`config.mk`:
```
export PLATFORM = sky130hd
export DESIGN_NAME = mcht_reg_rsp
export DESIGN_NICKNAME = d
export VERILOG_FILES = /design/src/rtl/mcht_rsp_pkg.sv /design/src/rtl/mcht_rsp_fifo.sv /design/src/rtl/mcht_reg_rsp.sv
export SDC_FILE = /design/constraint.sdc
export NUM_CORES = 1
export LEC_CHECK = 0
export ABC_AREA = 1
export CORE_ASPECT_RATIO = 0.6
export CORE_UTILIZATION = 45
export CTS_CLUSTER_DIAMETER = 100
export DETAILED_ROUTE_END_ITERATION = 10
export GPL_ROUTABILITY_DRIVEN = 0
export PLACE_DENSITY_LB_ADDON = 0.12
export RECOVER_POWER = 25
export SYNTH_ARGS = -nofsm -noshare
export SYNTH_HDL_FRONTEND = slang
export SYNTH_HIERARCHICAL = 1
export SYNTH_SLANG_ARGS = --single-unit
```
`constraint.sdc`:
```
create_clock -name CLK_25M -period 6.1 [get_ports CLK_25M]
set_input_delay 1.525 -clock CLK_25M [delete_from_list [all_inputs] [get_ports CLK_25M]]
set_output_delay 1.525 -clock CLK_25M [all_outputs]
set_load 0.02 [all_outputs]
```
`src/rtl/mcht_rsp_pkg.sv`:
```
// mcht_rsp_pkg: shared request-frame layout, opcodes and responder FSM states.
package mcht_rsp_pkg;
  localparam int OP_MSB = 15;
  localparam int OP_LSB = 14;
  localparam int ADDR_MSB = 13;
  localparam int ADDR_LSB = 11;
  localparam int SEQ_MSB = 10;
  localparam int SEQ_LSB = 8;
  localparam int DATA_MSB = 7;
  localparam int DATA_LSB = 0;

  typedef enum logic [OP_MSB-OP_LSB:0] {
    OP_NOP  = 2'b00,
    OP_WR   = 2'b01,
    OP_RD   = 2'b10,
    OP_ECHO = 2'b11
  } op_e;

  typedef enum logic [1:0] {
    ST_IDLE,
    ST_EXEC,
    ST_SEND,
    ST_WAIT
  } rsp_st_e;

  typedef struct packed {
    op_e                        op;
    logic [ADDR_MSB-ADDR_LSB:0] addr;
    logic [SEQ_MSB-SEQ_LSB:0]   seq;
    logic [DATA_MSB-DATA_LSB:0] data;
  } req_t;
endpackage

```
`src/rtl/mcht_rsp_fifo.sv`:
```
// mcht_rsp_fifo: show-ahead synchronous FIFO; caller guarantees no push when full without a pop.
module mcht_rsp_fifo #(
  parameter int DEPTH = 2,
  parameter int W = 16
) (
  input  logic         clk,
  input  logic         rst,
  input  logic         push_i,
  input  logic         pop_i,
  input  logic [W-1:0] wdata_i,
  output logic [W-1:0] rdata_o,
  output logic         full_o,
  output logic         empty_o
);
  localparam int AW = $clog2(DEPTH);
  logic [W-1:0] mem_q [DEPTH];
  logic [AW-1:0] wp_q, rp_q;
  logic [AW:0] cnt_q;
  always_ff @(posedge clk or posedge rst) begin
    if (rst) begin
      wp_q <= '0;
      rp_q <= '0;
      cnt_q <= '0;
    end else begin
      wp_q <= push_i ? wp_q + 1'b1 : wp_q;
      rp_q <= pop_i ? rp_q + 1'b1 : rp_q;
      cnt_q <= cnt_q + {{AW{1'b0}}, push_i} - {{AW{1'b0}}, pop_i};
    end
  end
  always_ff @(posedge clk) begin
    if (push_i) mem_q[wp_q] <= wdata_i;
  end
  assign rdata_o = mem_q[rp_q];
  assign full_o = cnt_q == (AW+1)'(DEPTH);
  assign empty_o = cnt_q == '0;
endmodule

```
`src/rtl/mcht_reg_rsp.sv`:
```
// mcht_reg_rsp: Manchester-link far-end responder with an 8x8 register file.
// Define MCHT_RSP_TIMEOUT_EN to build the TX_DNE watchdog (pTO_CYC cycles in WAIT).
module mcht_reg_rsp
  import mcht_rsp_pkg::*;
#(
  parameter int pFIFO_DEPTH = 2,
  parameter int pTO_CYC = 4096
) (
  input  logic        CLK_25M,
  input  logic        RST,
  input  logic [15:0] RX_MSG,
  input  logic        RX_VLD,
  output logic [15:0] TX_MSG,
  output logic        TX_VLD,
  input  logic        TX_DNE,
  output logic [63:0] REG_Q,
  output logic [7:0]  DROP_CNT,
  output logic [7:0]  TO_CNT
);
  rsp_st_e state_q, state_d;
  req_t req_q, req_d;
  logic [7:0][7:0] regs_q, regs_d;
  logic [15:0] tx_msg_q, tx_msg_d, fifo_rd;
  logic [7:0] drop_q, drop_d;
  logic tx_vld_q, tx_vld_d, full, empty, push, pop, nop, to_hit;

  assign pop = state_q == ST_IDLE && !empty;
  assign push = RX_VLD && (!full || pop);
  assign nop = req_q.op == OP_NOP;

  mcht_rsp_fifo #(.DEPTH(pFIFO_DEPTH), .W(16)) u_fifo (
    .clk    (CLK_25M),
    .rst    (RST),
    .push_i (push),
    .pop_i  (pop),
    .wdata_i(RX_MSG),
    .rdata_o(fifo_rd),
    .full_o (full),
    .empty_o(empty)
  );

`ifdef MCHT_RSP_TIMEOUT_EN
  localparam int TW = $clog2(pTO_CYC);
  logic [TW-1:0] wcnt_q;
  logic [7:0] to_q;
  // TX_DNE on the expiry cycle wins, so it is not a timeout
  assign to_hit = state_q == ST_WAIT && !TX_DNE && wcnt_q == TW'(pTO_CYC - 1);
  always_ff @(posedge CLK_25M or posedge RST) begin
    if (RST) begin
      wcnt_q <= '0;
      to_q <= '0;
    end else begin
      wcnt_q <= state_q == ST_WAIT ? wcnt_q + 1'b1 : '0;
      to_q <= (to_hit && to_q != 8'hFF) ? to_q + 8'd1 : to_q;
    end
  end
  assign TO_CNT = to_q;
`else
  assign to_hit = 1'b0;
  assign TO_CNT = '0;
`endif

  always_ff @(posedge CLK_25M or posedge RST) begin
    if (RST) state_q <= ST_IDLE;
    else state_q <= state_d;
  end

  always_comb begin
    state_d = state_q == ST_IDLE ? (empty ? ST_IDLE : ST_EXEC) :
              state_q == ST_EXEC ? (nop ? ST_IDLE : ST_SEND) :
              state_q == ST_SEND ? ST_WAIT :
              (TX_DNE || to_hit) ? ST_IDLE : ST_WAIT;
  end

  always_comb begin
    req_d = pop ? req_t'(fifo_rd) : req_q;
    regs_d = regs_q;
    if (state_q == ST_EXEC && req_q.op == OP_WR) regs_d[req_q.addr] = req_q.data;
    tx_msg_d = (state_q == ST_EXEC && !nop) ?
               {req_q.op, req_q.addr, req_q.seq, req_q.op == OP_RD ? regs_q[req_q.addr] : req_q.data} :
               tx_msg_q;
    tx_vld_d = state_q == ST_EXEC && !nop;
    drop_d = (RX_VLD && !push && drop_q != 8'hFF) ? drop_q + 8'd1 : drop_q;
  end

  always_ff @(posedge CLK_25M or posedge RST) begin
    if (RST) begin
      req_q <= '0;
      regs_q <= '0;
      tx_msg_q <= '0;
      tx_vld_q <= 1'b0;
      drop_q <= '0;
    end else begin
      req_q <= req_d;
      regs_q <= regs_d;
      tx_msg_q <= tx_msg_d;
      tx_vld_q <= tx_vld_d;
      drop_q <= drop_d;
    end
  end

  assign TX_MSG = tx_msg_q;
  assign TX_VLD = tx_vld_q;
  assign REG_Q = regs_q;
  assign DROP_CNT = drop_q;
endmodule

```
==> load_flow_metrics.sql <==
INSERT INTO impl_metrics (metric_group, metric, value, unit) VALUES
('floorplan', 'fp.dieH', '95.2', 'um'),
('yosys', 'synth-edff-count', '32', ''),
('yosys', 'postSynth.asyncResetShare', '77.6', '%'),
('worst_setup_path', 'crit_arrival', '3.46', 'ns'),
('final_layout', 'area_growth', '23.9', '%'),
('power_and_ir_drop', 'ir_worst_vdd', '0.226', 'mV'),
('worst_setup_path', 'cp_slowest_cell', 'sky130_fd_sc_hd__o21ai_0', ''),
('routing', 'detail_route.drc_violations', '0', ''),
('sta', 'maxSlewViolCount', '30', ''),
('yosys', 'synth_area', '0.00651', 'mm^2'),
('worst_setup_path', 'r2r_start', 'req_q[14]', ''),
('yosys', 'yosys_most_used_dff', 'sky130_fd_sc_hd__dfrtp_1', ''),
('clock_tree', 'ctsHtreeMaxLevel', '4', ''),
('clock_tree', 'cts.root.buffer_cell', 'sky130_fd_sc_hd__clkbuf_16', ''),
('status', 'failed_checks', 'max-capacitance violations, max-slew violations', ''),
('power_and_ir_drop', 'leakage', '3.64', 'nW'),
('clock_tree', 'cts_num_sinks', '143', ''),
('sta', 'final_min_period_over_clock_period', '51.7', '%'),
('status', 'status', 'finished with violations', ''),
('worst_setup_path', 'critPathRequiredTime', '6.40', 'ns'),
('routing', 'total_number_of_vias', '5188', ''),
('worst_hold_path', 'hold_path_depth', '2', ''),
('yosys', 'number_of_library_cell_types_mapped_by_synthesis', '30', ''),
('worst_setup_path', 'critical_path.n_buffers_inverters', '1', ''),
('worst_setup_path', 'worstSetupStartpointType', 'register', ''),
('global_route', 'grt_start_max_net_pins', '63', ''),
('placement', 'place.port_buffers', '108', ''),
('placement', 'dpl-instance-area', '0.00760', 'mm^2'),
('sta', 'grt_setup_unrepaired', 'false', ''),
('run', 'cap_viol_max_count', '1', ''),
('final_layout', 'layout.nets', '817', ''),
('yosys', 'fraction_of_synthesized_cell_area_in_xor_and_xnor_cells', '1.21', '%'),
('placement', 'place_worst_setup_slack', '2.79', 'ns'),
('clock_tree', 'cts-buffers-inserted', '17', ''),
('sta', 'max_slew_margin_vs_limit', '-98.4', '%'),
('yosys', 'synth-compound-area-share', '10.3', '%'),
('worst_setup_path', 'crit_path_start', 'req_q[14]', ''),
('global_route', 'grt_first_pass_wirelength', '26700', 'um'),
('worst_hold_path', 'hold_class', 'reg2reg', ''),
('clock_tree', 'clkLatencyLatePin', '0.42', 'ns'),
('worst_setup_path', 'cpPeakStageDelay', '2.21', 'ns'),
('clock_tree', 'worst_setup_hold_path_clk_slew', '0.06', 'ns'),
('final_layout', 'drive_gt1_share', '6.95', '%'),
('worst_setup_path', 'worst_r2r_path_depth', '4', ''),
('worst_setup_path', 'crit_family', 'compound AO/OA/AOI/OAI gates', ''),
('worst_setup_path', 'crit_path_cell_trace', 'o21ai_0 -> inv_1 -> nand2_1 -> nand2_1', ''),
('global_route', 'grt_use_total', '24.2', '%'),
('power_and_ir_drop', 'power_density', '558', 'mW/mm^2'),
('sta', 'setup_viol', '0', ''),
('routing', 'remaining_number_of_nets_flagged_by_the_antenna_check_after_routing', '0', ''),
('floorplan', 'design.portCount', '117', ''),
('worst_setup_path', 'crit_cells', '4', ''),
('worst_setup_path', 'cp-end-kind', 'register', ''),
('sta', 'final.setup.tns', '0', 'ns'),
('floorplan', 'placementRows', '33', ''),
('yosys', 'synth_top_family_by_area', 'simple AND/OR/NAND/NOR gates', ''),
('yosys', 'postSynthCellCount', '697', ''),
('floorplan', 'fp.dieArea', '0.0150', 'mm^2'),
('yosys', 'postSynthAreaPerCell', '9.35', 'um^2'),
('clock_tree', 'cts_repair_resize_count', '0', ''),
('sta', 'tightestPinTransition', '2.95', 'ns'),
('floorplan', 'core_region_area', '0.0139', 'mm^2'),
('yosys', 'yosysTopAreaCell', 'sky130_fd_sc_hd__dfrtp_1', ''),
('floorplan', 'dieWidth', '157', 'um'),
('clock_tree', 'postCtsSetupRepairBufs', '0', ''),
('clock_tree', 'cts.hold.buffers_added', '0', ''),
('worst_setup_path', 'regToRegEndpoint', 'TX_MSG[10]', ''),
('sta', 'final_critical_path_setup_slack', '2.94', 'ns'),
('sta', 'worst_clk_skew', '0.0100', 'ns'),
('yosys', 'multiplexer_share_of_the_synthesized_area', '0', '%'),
('global_route', 'gr-total-overflow', '0', '');
==> logic make-up after synthesis <==
kind of cell | count (synthesis)
buffers and inverters | 97
and+or+nand+nor | 327
AOI/OAI and AO/OA | 117
other | 1
adders and majority gates | 3
DFF | 143
xor gates and xnor gates | 9
==> metal layers <==
metal / global-route usage (%) / wire [um] / up-vias
met5: 0 / 0 / -
met4: 8.33 / 182 / 0
met3: 4.73 / 1220 / 20
met2: 34.9 / 7260 / 194
met1: 36.2 / 8140 / 2514
li1: - / - / 2460
==> stage by stage <==
step,hold slack [ns],cells,util (%)
floorplan,0.442,704,-
global placement,0.464,967,54.8
detailed placement,0.468,967,54.8
CTS,0.483,998,59.0
global route,0.512,998,58.2
finish,0.479,998,58.2
==> flip-flops by register name, summed over array words and instances, names as in the netlist <==
name and count:
u_fifo/wp_q 1, REG_Q 64, u_fifo/mem_q 32, state_q 2, u_fifo/rp_q 1, TX_VLD 1
u_fifo/cnt_q 2, req_q 16, DROP_CNT 8, TX_MSG 16
==> cell usage in the layout (no fill, tap or decap), drive strengths merged, types with 14 or more instances in the layout <==
cell type      instances
dfrtp                111
inv                   54
a21oi                 14
nand3                 21
edfxtp                32
nand4                 28
nor2                  22
dlygate4sd3           18
nand2                250
clkdlybuf4s50         90
clkbuf                24
o21ai                103
==> where the power goes <==
group	leakage (nW)	internal [W]	switching, W
Sequential	1.77	0.00134	0.000272
Clock	0.281	0.000647	0.000399
Combinational	1.59	0.000682	0.00117
Total	3.64	0.00267	0.00184
==> cell usage after synthesis (2+ instances only) <==
cell type and count:
sky130_fd_sc_hd__nand2_1 247, sky130_fd_sc_hd__dfrtp_1 111, sky130_fd_sc_hd__inv_1 51, sky130_fd_sc_hd__o21ai_0 41, sky130_fd_sc_hd__o21ai_1 40, sky130_fd_sc_hd__edfxtp_1 32, sky130_fd_sc_hd__nand4_1 24, sky130_fd_sc_hd__o21ai_2 22
sky130_fd_sc_hd__nor2_1 20, sky130_fd_sc_hd__nand3_1 19, sky130_fd_sc_hd__a21oi_1 14, sky130_fd_sc_hd__buf_4 12, sky130_fd_sc_hd__buf_2 10, sky130_fd_sc_hd__buf_6 9, sky130_fd_sc_hd__clkbuf_1 8, sky130_fd_sc_hd__xor2_1 5
sky130_fd_sc_hd__nand4_4 4, sky130_fd_sc_hd__xnor2_1 4, sky130_fd_sc_hd__ha_1 3, sky130_fd_sc_hd__inv_2 3, sky130_fd_sc_hd__nand2_4 3, sky130_fd_sc_hd__nor3_1 3, sky130_fd_sc_hd__and3_1 2, sky130_fd_sc_hd__buf_1 2
sky130_fd_sc_hd__buf_12 2, sky130_fd_sc_hd__nand3_4 2
==> worst reg2reg max path, cell delays in order (launching register included) <==
cell and delay [ns]:
sky130_fd_sc_hd__dfrtp_1 0.40, sky130_fd_sc_hd__o21ai_0 2.21, sky130_fd_sc_hd__inv_1 0.22, sky130_fd_sc_hd__nand2_1 0.15, sky130_fd_sc_hd__nand2_1 0.05
==> worst min path at each step <==
stage               start          to
4_1_cts         req_q[10]   req_q[10]
3_5_place_dp    req_q[10]   req_q[10]
5_1_grt        TX_MSG[10]  TX_MSG[10]
6_report        req_q[10]  TX_MSG[10]
3_3_place_gp    TX_MSG[1]   TX_MSG[1]
2_1_floorplan   req_q[10]  TX_MSG[10]
==> layout make-up <==
class	count	area, um^2	area share [%]
clock buffer	23	489	6.06
clock inverter	8	105	1.30
inverter	54	205	2.54
multi-input combinational	464	2170	26.9
sequential	143	3740	46.3
tap	192	240	2.97
timing repair buffer	114	1120	13.9
Note: power is estimated with default switching activity, not from simulation.
